$ cat src/rtl/por_sequencer_pkg.sv
// Shared types and defaults for the power-on-reset sequencer.
package por_sequencer_pkg;

   localparam int unsigned DEF_SYNC_STAGES     = 2;
   localparam int unsigned DEF_HOLD_CYCLES     = 64;
   localparam int unsigned DEF_STAGE_GAP       = 8;
   localparam int unsigned DEF_DEBOUNCE_CYCLES = 16;
   localparam int unsigned DEF_SW_PULSE        = 32;

   typedef enum logic [2:0] {
      ASSERT    = 3'd0,
      HOLD      = 3'd1,
      RELEASE_H = 3'd2,
      RUN       = 3'd3,
      SW_RESET  = 3'd4
   } por_state_e;

   typedef struct packed {
      logic porb_h;
      logic porb_l;
      logic por_l;
      logic sw_reset_busy;
      logic por_done;
   } por_out_t;

   // Largest of the four counter limits; sizes the shared counters.
   function automatic int unsigned max4(input int unsigned a, input int unsigned b,
                                        input int unsigned c, input int unsigned d);
      int unsigned m;
      m = a;
      if (b > m) m = b;
      if (c > m) m = c;
      if (d > m) m = d;
      return m;
   endfunction

   // Output pattern belonging to each state; por_l is always the inverse of porb_l.
   function automatic por_out_t decode_outputs(input por_state_e st);
      por_out_t o;
      o = '0;
      case (st)
         RELEASE_H: begin
            o.porb_h = 1'b1;
            o.porb_l = 1'b0;
         end
         RUN: begin
            o.porb_h   = 1'b1;
            o.porb_l   = 1'b1;
            o.por_done = 1'b1;
         end
         SW_RESET: begin
            o.porb_h        = 1'b1;
            o.porb_l        = 1'b0;
            o.sw_reset_busy = 1'b1;
         end
         default: begin
            o.porb_h = 1'b0;
            o.porb_l = 1'b0;
         end
      endcase
      o.por_l = ~o.porb_l;
      return o;
   endfunction

endpackage

$ cat src/rtl/por_sync.sv
// Multi-flop synchronizer for the asynchronous external reset pin.
module por_sync
   import por_sequencer_pkg::*;
#(
   parameter int unsigned STAGES = DEF_SYNC_STAGES
) (
   input  logic clock,
   input  logic resetb,
   input  logic d,
   output logic q
);

   logic [STAGES-1:0] ff;

   // Shift the pin through STAGES flops; cleared by the block reset.
   always_ff @(posedge clock) begin
      if (!resetb) begin
         ff <= '0;
      end else begin
         ff <= STAGES'({ff, d});
      end
   end

   assign q = ff[STAGES-1];

endmodule

$ cat src/rtl/por_sequencer.sv
// Power-on-reset sequencer: holds both domains in reset until the external
// pin has been stably high, releases 3.3V then 1.8V, debounces pin drops in
// RUN and generates software reset pulses on the 1.8V domain.
module por_sequencer
   import por_sequencer_pkg::*;
#(
   parameter int unsigned SYNC_STAGES     = DEF_SYNC_STAGES,
   parameter int unsigned HOLD_CYCLES     = DEF_HOLD_CYCLES,
   parameter int unsigned STAGE_GAP       = DEF_STAGE_GAP,
   parameter int unsigned DEBOUNCE_CYCLES = DEF_DEBOUNCE_CYCLES,
   parameter int unsigned SW_PULSE        = DEF_SW_PULSE
) (
   input  logic clock,
   input  logic resetb,
   input  logic ext_resetb_pin,
   input  logic sw_reset_req,
   output logic porb_h,
   output logic porb_l,
   output logic por_l,
   output logic sw_reset_busy,
   output logic por_done
);

   localparam int unsigned CNT_W =
      $clog2(max4(HOLD_CYCLES, STAGE_GAP, DEBOUNCE_CYCLES, SW_PULSE)) + 1;

   localparam logic [CNT_W-1:0] HOLD_LAST = CNT_W'(HOLD_CYCLES - 1);
   localparam logic [CNT_W-1:0] GAP_LAST  = CNT_W'(STAGE_GAP - 1);
   localparam logic [CNT_W-1:0] DEB_LAST  = CNT_W'(DEBOUNCE_CYCLES - 1);
   localparam logic [CNT_W-1:0] SW_LAST   = CNT_W'(SW_PULSE - 1);

   logic             pin_sync;
   por_state_e       state_q, state_d;
   logic [CNT_W-1:0] cnt_q, cnt_d;
   logic [CNT_W-1:0] low_q, low_d;
   por_out_t         out_q, out_d;

   // Saturating increment so no counter can ever wrap.
   function automatic logic [CNT_W-1:0] sat_inc(input logic [CNT_W-1:0] v);
      return (v == '1) ? v : v + CNT_W'(1);
   endfunction

   por_sync #(
      .STAGES (SYNC_STAGES)
   ) u_sync (
      .clock  (clock),
      .resetb (resetb),
      .d      (ext_resetb_pin),
      .q      (pin_sync)
   );

   // State, counters and registered outputs.
   always_ff @(posedge clock) begin
      if (!resetb) begin
         state_q <= ASSERT;
         cnt_q   <= '0;
         low_q   <= '0;
         out_q   <= decode_outputs(ASSERT);
      end else begin
         state_q <= state_d;
         cnt_q   <= cnt_d;
         low_q   <= low_d;
         out_q   <= out_d;
      end
   end

   // Next-state and counter logic; the low counter only runs in RUN/SW_RESET.
   always_comb begin
      state_d = state_q;
      cnt_d   = cnt_q;
      low_d   = '0;
      out_d   = decode_outputs(state_q);

      case (state_q)
         ASSERT: begin
            state_d = HOLD;
            cnt_d   = '0;
         end

         HOLD: begin
            if (!pin_sync) begin
               cnt_d = '0;
            end else if (cnt_q == HOLD_LAST) begin
               state_d = RELEASE_H;
               cnt_d   = '0;
            end else begin
               cnt_d = sat_inc(cnt_q);
            end
         end

         RELEASE_H: begin
            if (!pin_sync) begin
               state_d = ASSERT;
               cnt_d   = '0;
            end else if (cnt_q == GAP_LAST) begin
               state_d = RUN;
               cnt_d   = '0;
            end else begin
               cnt_d = sat_inc(cnt_q);
            end
         end

         RUN, SW_RESET: begin
            low_d = pin_sync ? '0 : sat_inc(low_q);
            if (!pin_sync && (low_q == DEB_LAST)) begin
               // Debounced pin drop beats any software request.
               state_d = ASSERT;
               cnt_d   = '0;
               low_d   = '0;
            end else if (state_q == RUN) begin
               if (sw_reset_req) begin
                  state_d = SW_RESET;
                  cnt_d   = '0;
               end
            end else if (cnt_q == SW_LAST) begin
               state_d = RUN;
               cnt_d   = '0;
            end else begin
               cnt_d = sat_inc(cnt_q);
            end
         end

         default: begin
            state_d = ASSERT;
            cnt_d   = '0;
         end
      endcase
   end

   assign porb_h        = out_q.porb_h;
   assign porb_l        = out_q.porb_l;
   assign por_l         = out_q.por_l;
   assign sw_reset_busy = out_q.sw_reset_busy;
   assign por_done      = out_q.por_done;

endmodule

$ cat config.mk
export PLATFORM = sky130hd
export DESIGN_NAME = por_sequencer
export DESIGN_NICKNAME = d
export VERILOG_FILES = /design/src/rtl/por_sequencer_pkg.sv /design/src/rtl/por_sync.sv /design/src/rtl/por_sequencer.sv
export SDC_FILE = /design/constraint.sdc
export NUM_CORES = 1
export LEC_CHECK = 0
export ABC_CLOCK_PERIOD_IN_PS = 2150
export CAP_MARGIN = 20
export CORE_UTILIZATION = 53
export DETAILED_ROUTE_END_ITERATION = 10
export PLACE_DENSITY = 0.7
export SLEW_MARGIN = 20
export SYNTH_ARGS = -nofsm -noshare
export SYNTH_HDL_FRONTEND = slang
export SYNTH_HIERARCHICAL = 1
export SYNTH_SLANG_ARGS = --single-unit
$ cat constraint.sdc
create_clock -name clock -period 2.15 [get_ports clock]
set_clock_uncertainty 0.1 [all_clocks]
set_input_delay 0.5375 -clock clock [delete_from_list [all_inputs] [get_ports clock]]
set_output_delay 0.5375 -clock clock [all_outputs]
set_load 0.01 [all_outputs]
* After elaboration in Yosys (flattened, before gate mapping) *
Index checks and enable logic that the tools add are counted.

operators by class
  eq/ne operators = 15
  add/subtract/negate cells = 2
  div/mod/pow operators = 0
  bitwise operators = 3
  $lt $le $gt $ge = 0
  reductions and logical operators = 7
  shift-type cells = 0
  multiplexer cells = 22
  multipliers = 0

operator list
  kind                   count
  $mux W7                9
  $mux W3                8
  $pmux W7 S3            1
  $add A7 B1 Y7 const B  2
  $eq A7 B7 Y1 const B   2
  $pmux W3 S4            1
  $ne A4 B4 Y1 const B   2
  $eq A7 B3 Y1 const B   1
  $eq A7 B4 Y1 const B   1
  $eq A7 B5 Y1 const B   1
  $eq A7 B6 Y1 const B   1
  $eq A3 B2 Y1 const B   2
  $reduce_and A5 Y1      1
  $pmux W2 S2            1
  $reduce_or A2 Y1       2
  $reduce_or A4 Y1       1
  $eq A3 B1 Y1 const B   1
  $eq A3 B3 Y1 const B   1
  $logic_not A3 Y1       1
  $ne A3 B3 Y1 const B   1
  $not A1 Y1             3
  $mux W1                2
  $ne A2 B1 Y1 const B   1
  $ne A2 B2 Y1 const B   1
  2 further kinds        2

word-level totals
  register bits after elaboration = 24
  output and inout port bits = 5
  memories kept = 0
  RAM bits = 0
  bits in latches = 0
  bits of input ports = 4
  ROM bits = 0

* Logic depth before layout (Yosys ltp) *
  depth after elaboration = 6
  gate-level depth with buffers = 7
  gate-level depth less buffers = 6

* Modules after synthesis *
Netlist, hierarchy kept.

by module, submodules not included
  module         sequential area each (µm²)  cells an instance  area each (µm²)  instances
  por_sequencer  420.4                       134                1,159.9          1
  por_sync       40.0                        4                  52.6             1

* Least setup slack after synthesis *
No wires, ideal clock.

  path kind = reg-to-reg
  start point = reg low_q[0]
  end point = reg state_q[2]
  data required time = 1.918 ns
  path buffers = 1
  arrival = 1.531 ns
  setup time = 0.132 ns
  period minus slack after synthesis = 1.763 ns
  stages on the path, launching flop included = 8
  slack = 0.387 ns
  path through = dfxtp_1 -> ha_1 -> and3_1 -> buf_2 -> a211oi_4 -> o32ai_2 -> nand2_1 -> o32ai_2

between the ends
  cells in the longest elaborated chain, start to end = 4
  elaborated cells on any way between the ends = 7
  those cells by class = 3 x eq/ne; 2 x mux; 2 x reduce/logical

ends and longest elaborated chain
  what                                                               line                  RTL
  start, declared                                                    por_sequencer.sv:35   logic [CNT_W-1:0] low_q, low_d;
  start signal, assigned                                             por_sequencer.sv:62   low_q <= low_d;
  $eq A7 B4 Y1 (*)                                                   por_sequencer.sv:105  if (!pin_sync && (low_q == DEB_LAST)) begin
  $logic_and A1 B1 Y1 (*)                                            por_sequencer.sv:105
  $ne A4 B4 Y1 (no source line) or $mux W3 (tied branches)           --
  $reduce_and A5 Y1 (no source line) or $pmux W3 S4 (tied branches)  --
  end signal, assigned                                               por_sequencer.sv:60   state_q <= state_d;
  end, declared                                                      por_sequencer.sv:33   por_state_e state_q, state_d;

Every way passes the cells marked *; elsewhere a longest branch is shown, timed or not.
A chain may end at the register's enable or synchronous reset.

* Worst setup path after layout *
  start point = reg cnt_q[0]
  end point = reg state_q[2]

between the ends
  cells in the longest elaborated chain, start to end = 3
  elaborated cells on any way between the ends = 7
  those cells by class = 6 x eq/ne; 1 x reduce/logical

ends and longest elaborated chain
  what                                                   line                  RTL
  start, declared                                        por_sequencer.sv:34   logic [CNT_W-1:0] cnt_q, cnt_d;
  start signal, assigned                                 por_sequencer.sv:61   cnt_q <= cnt_d;
  $eq A7 B5 Y1 (tied with other cells)                   por_sequencer.sv:115  end else if (cnt_q == SW_LAST) begin
  $ne A4 B4 Y1 (no source line) (tied with other cells)  --
  $reduce_and A5 Y1 (no source line) (*)                 --

Marked as above.

==> PnR_summary.wiki <==
{| class="wikitable"
! Metric !! Value
|-
| Result of the run || complete, no violations
|-
| Setup violation total in the final timing report || 0
|-
| Area share of the largest cell type after synthesis || 37.98%
|-
| Number of pins with negative max-slew slack in the final report || 0
|-
| Average wire per standard cell || 12.80 um
|-
| Max-Cap Viols || 0
|-
| Relative contribution of combinational cells to total power || 14.4%
|-
| Clock sink count || 23
|-
| Worst min path class || reg2reg
|-
| Cell type with the highest aggregate area in the netlist || sky130_fd_sc_hd__dfxtp_1
|-
| Area occupied by registers || 460.4 um^2
|-
| CP arrival || 2.07 ns
|-
| Buffers inserted during post-CTS setup optimization || 0
|-
| Cts bufs inserted || 3
|-
| DRC violation total after the first TritonRoute iteration || 10
|-
| Fillers || 184
|-
| Launch point of the worst reg-to-reg path || cnt_q[0]$_SDFFE_PN0P_
|-
| Post-synth net total || 144
|-
| Die extent in y || 49.83 um
|-
| Layout cells sized above 1 || 12.16%
|-
| Crit Path Class || reg2reg
|-
| Fraction of the cycle the final worst path needs || 89.61%
|-
| Post-Synth Simple-Gate Area || 29.00%
|-
| Hold path start || u_sync/ff[0]$_SDFF_PN0_
|-
| Internal Pwr Total || 568.7 uW
|-
| Global route total overflow || 0
|-
| Number of port buffers || 8
|-
| Maximum count of clock buffers along a single path || 2
|-
| Count of inserted antenna diode cells || 0
|-
| Clock share of power || 26.0%
|-
| Clock tree root driver cell || sky130_fd_sc_hd__clkbuf_4
|-
| Footprint of the multi-input gates || 714.4 um^2
|-
| Final hold viol count || 0
|-
| Initial antenna violation count || 0
|-
| Register-to-Register Setup Slack || 0.22 ns
|-
| Share of async-settable or async-resettable flops after synthesis || 0%
|-
| Cells taking the most area after synthesis || sky130_fd_sc_hd__dfxtp_1 38%, sky130_fd_sc_hd__nor2_1 4.3%, sky130_fd_sc_hd__nand2_1 4.0%, sky130_fd_sc_hd__nand3_1 2.9%, sky130_fd_sc_hd__o21ai_0 2.9%
|-
| Reported net switching power || 217.2 uW
|-
| Cts-stage hold buffer count || 0
|-
| Sequential fraction of the synthesis area || 37.98%
|-
| Xor-xnor portion of the synthesized cell area || 3.612%
|-
| Sequential fraction of design power || 59.5%
|-
| Number of different library cells in the post-synthesis netlist || 47
|-
| Hold worst-path end || u_sync/ff[1]$_SDFF_PN0_
|-
| Most used flip-flop cell after synthesis || sky130_fd_sc_hd__dfxtp_1
|-
| Post-synthesis instance area || 0.001212 mm^2
|-
| Tot Pwr || 785.8 uW
|-
| Maximum achievable frequency || 519.0 MHz
|-
| Count of flip-flops with a built-in enable after synthesis || 0
|-
| Kind of start point of the critical path || flop
|-
| Clock transition at the registers of the reported paths || 0.13 ns
|-
| Number of nets still failing antenna checks after routing || 0
|-
| Number of resized instances in the post-cts repair step || 0
|-
| Number of global-route vias before repair || 947
|-
| Detail Placement HPWL || 1673 um
|-
| Synth Warn # || 6
|-
| Width of the die || 49.83 um
|-
| Gate count after technology mapping || 138
|-
| Final worst path period need || 1.927 ns
|-
| Worst-case vdd ir drop || 0.4585 mV
|-
| Pin count of the biggest net entering global routing || 14
|-
| Depth of the worst register-to-register path || 6
|-
| Clk Latency, worst-skew pair || 0.32 ns
|-
| Post-detailed-route DRC marker count || 0
|-
| Setup_tns || 0 ns
|-
| Endpoint kind of the worst setup timing path || flop
|-
| Starting density of the core || 58.80%
|-
| Power density normalized to cell area || 582.1 mW/mm^2
|-
| Count of boundary I/O pins || 9
|-
| Die area || 0.002483 mm^2
|-
| First-pass detailed-route iteration total || 4
|-
| Number of H-tree levels || 1
|-
| Main combinational cell family by area after synthesis || simple AND/OR/NAND/NOR gates
|-
| Area overhead of the layout relative to synthesis || 11.35%
|-
| Slew at the pin closest to its max-slew limit || 0.5114 ns
|-
| Fraction of power spent switching nets || 27.63%
|-
| Share of synthesized area spent on multiplexers || 0.8256%
|-
| Weighted congestion reported at the end of routability-driven placement || 0.8631
|-
| Relative max-transition margin || 65.59%
|-
| Avg Inst Size Synth || 8.786 um^2
|-
| Leak pwr || 0.0005088 uW
|-
| All-Layer GR Usage || 21.20%
|-
| Total wire length || 2240 um
|-
| Wire length of the first global-routing pass || 4064 um
|-
| Max Fanout on Critical Path || 7
|-
| Hold-critical path depth || 1
|-
| TritonCTS clock tree || done
|-
| Terminus of the critical flop-to-flop path || state_q[2]$_SDFFE_PN0P_
|-
| Data required time at the worst endpoint || 2.29 ns
|-
| Synthesized-area fraction occupied by adder cells || 2.064%
|-
| Final net count || 155
|-
| Synth Area in Compound Gates || 23.43%
|-
| Cell types with the highest counts after synthesis || 23 x sky130_fd_sc_hd__dfxtp_1, 14 x sky130_fd_sc_hd__nor2_1, 13 x sky130_fd_sc_hd__nand2_1, 7 x sky130_fd_sc_hd__nand3_1, 7 x sky130_fd_sc_hd__o21ai_0
|-
| Placement Rows || 16
|-
| Number of synthesized register bits || 23
|-
| Placeable core area || 0.002062 mm^2
|-
| Avg Vias per Cell || 5.766
|-
| RSZ-0062 raised after global routing || false
|-
| Detailed-route via count || 1009
|-
| Post-Place Cells || 171
|-
| Number of standard cells in the layout, taps in and fillers out || 175
|-
| Cell with the most instances after synthesis || sky130_fd_sc_hd__dfxtp_1
|}
## logic make-up after synthesis
kind of cell,Yosys count
AO/OA/AOI/OAI,37
XOR/XNOR,5
adder cells (fa/ha/maj),2
buffers and inverters,8
flip-flops,23
multiplexers,1
AND/OR/NAND/NOR,62
## power by group through the flow
stage	sequential (uW)	clock (uW)	combinational, uW
after floorplan	461	0	97.2
after global placement	476	0	111
after detailed placement	477	0	114
after CTS	467	203	114
after global routing	471	221	127
final	468	204	114
## registers in the layout, summed over array words and instances, names as in the netlist
signal,cells
porb_l,1
cnt_q,7
low_q,7
state_q,3
sw_reset_busy,1
porb_h,1
u_sync/ff,2
por_l,1
## critical path: stages, from the launching register on
cell	delay [ns]
sky130_fd_sc_hd__dfxtp_1	0.42
sky130_fd_sc_hd__ha_1	0.24
sky130_fd_sc_hd__nand4_2	0.20
sky130_fd_sc_hd__or2_0	0.27
sky130_fd_sc_hd__o32ai_2	0.30
sky130_fd_sc_hd__nand2_1	0.13
sky130_fd_sc_hd__o32ai_2	0.19
## layout by cell type (no fill, tap or decap), types with 4 or more instances in the layout
cell type / count
sky130_fd_sc_hd__a21oi_1: 6
sky130_fd_sc_hd__and3_1: 4
sky130_fd_sc_hd__clkdlybuf4s50_1: 8
sky130_fd_sc_hd__dfxtp_1: 23
sky130_fd_sc_hd__nand2_1: 13
sky130_fd_sc_hd__nand3_1: 7
sky130_fd_sc_hd__nor2_1: 14
sky130_fd_sc_hd__o21ai_0: 7
## metal layers
layer / share of wire [%] / global-route usage (%) / routed length, um
met5: 0 / 0 / 0
met4: 1.9 / 9.524 / 43
met3: 2.8 / 2.778 / 63
met2: 49 / 36.26 / 1107
met1: 46 / 26.19 / 1026
## layout make-up
cell class	instances	share of cell area, %
well taps	27	2.502
repair buffers	11	7.600
flip-flops and latches	23	34.11
clock inverters	1	0.3707
inverters	3	0.8341
clock buffers	3	1.668
multi-input cells	107	52.92
## worst max path at each step
stage,startpoint,endpoint,slack [ns],depth (start not counted)
3_3_place_gp,sw_reset_req,state_q[0]$_SDFFE_PN0P_,0.18,5
5_1_grt,cnt_q[0]$_SDFFE_PN0P_,state_q[2]$_SDFFE_PN0P_,0.05,6
3_5_place_dp,sw_reset_req,state_q[2]$_SDFFE_PN0P_,0.13,5
6_report,cnt_q[0]$_SDFFE_PN0P_,state_q[2]$_SDFFE_PN0P_,0.22,6
4_1_cts,cnt_q[0]$_SDFFE_PN0P_,state_q[2]$_SDFFE_PN0P_,0.23,6
2_1_floorplan,low_q[0]$_SDFFE_PP0P_,state_q[2]$_SDFFE_PN0P_,0.39,7
## stage by stage
step / cell area [um^2] / hold slack (ns) / setup slack, ns / util (%)
3_3_place_gp: 1323 / 0.3163 / 0.1835 / 64.14
2_1_floorplan: 1212 / 0.3118 / 0.3869 / -
3_5_place_dp: 1323 / 0.3285 / 0.1257 / 64.14
6_report: 1350 / 0.3559 / 0.2233 / 65.47
5_1_grt: 1350 / 0.3976 / 0.05496 / 65.47
4_1_cts: 1350 / 0.3616 / 0.2306 / 65.47
No activity file was read; power rests on OpenSTA's default activity.
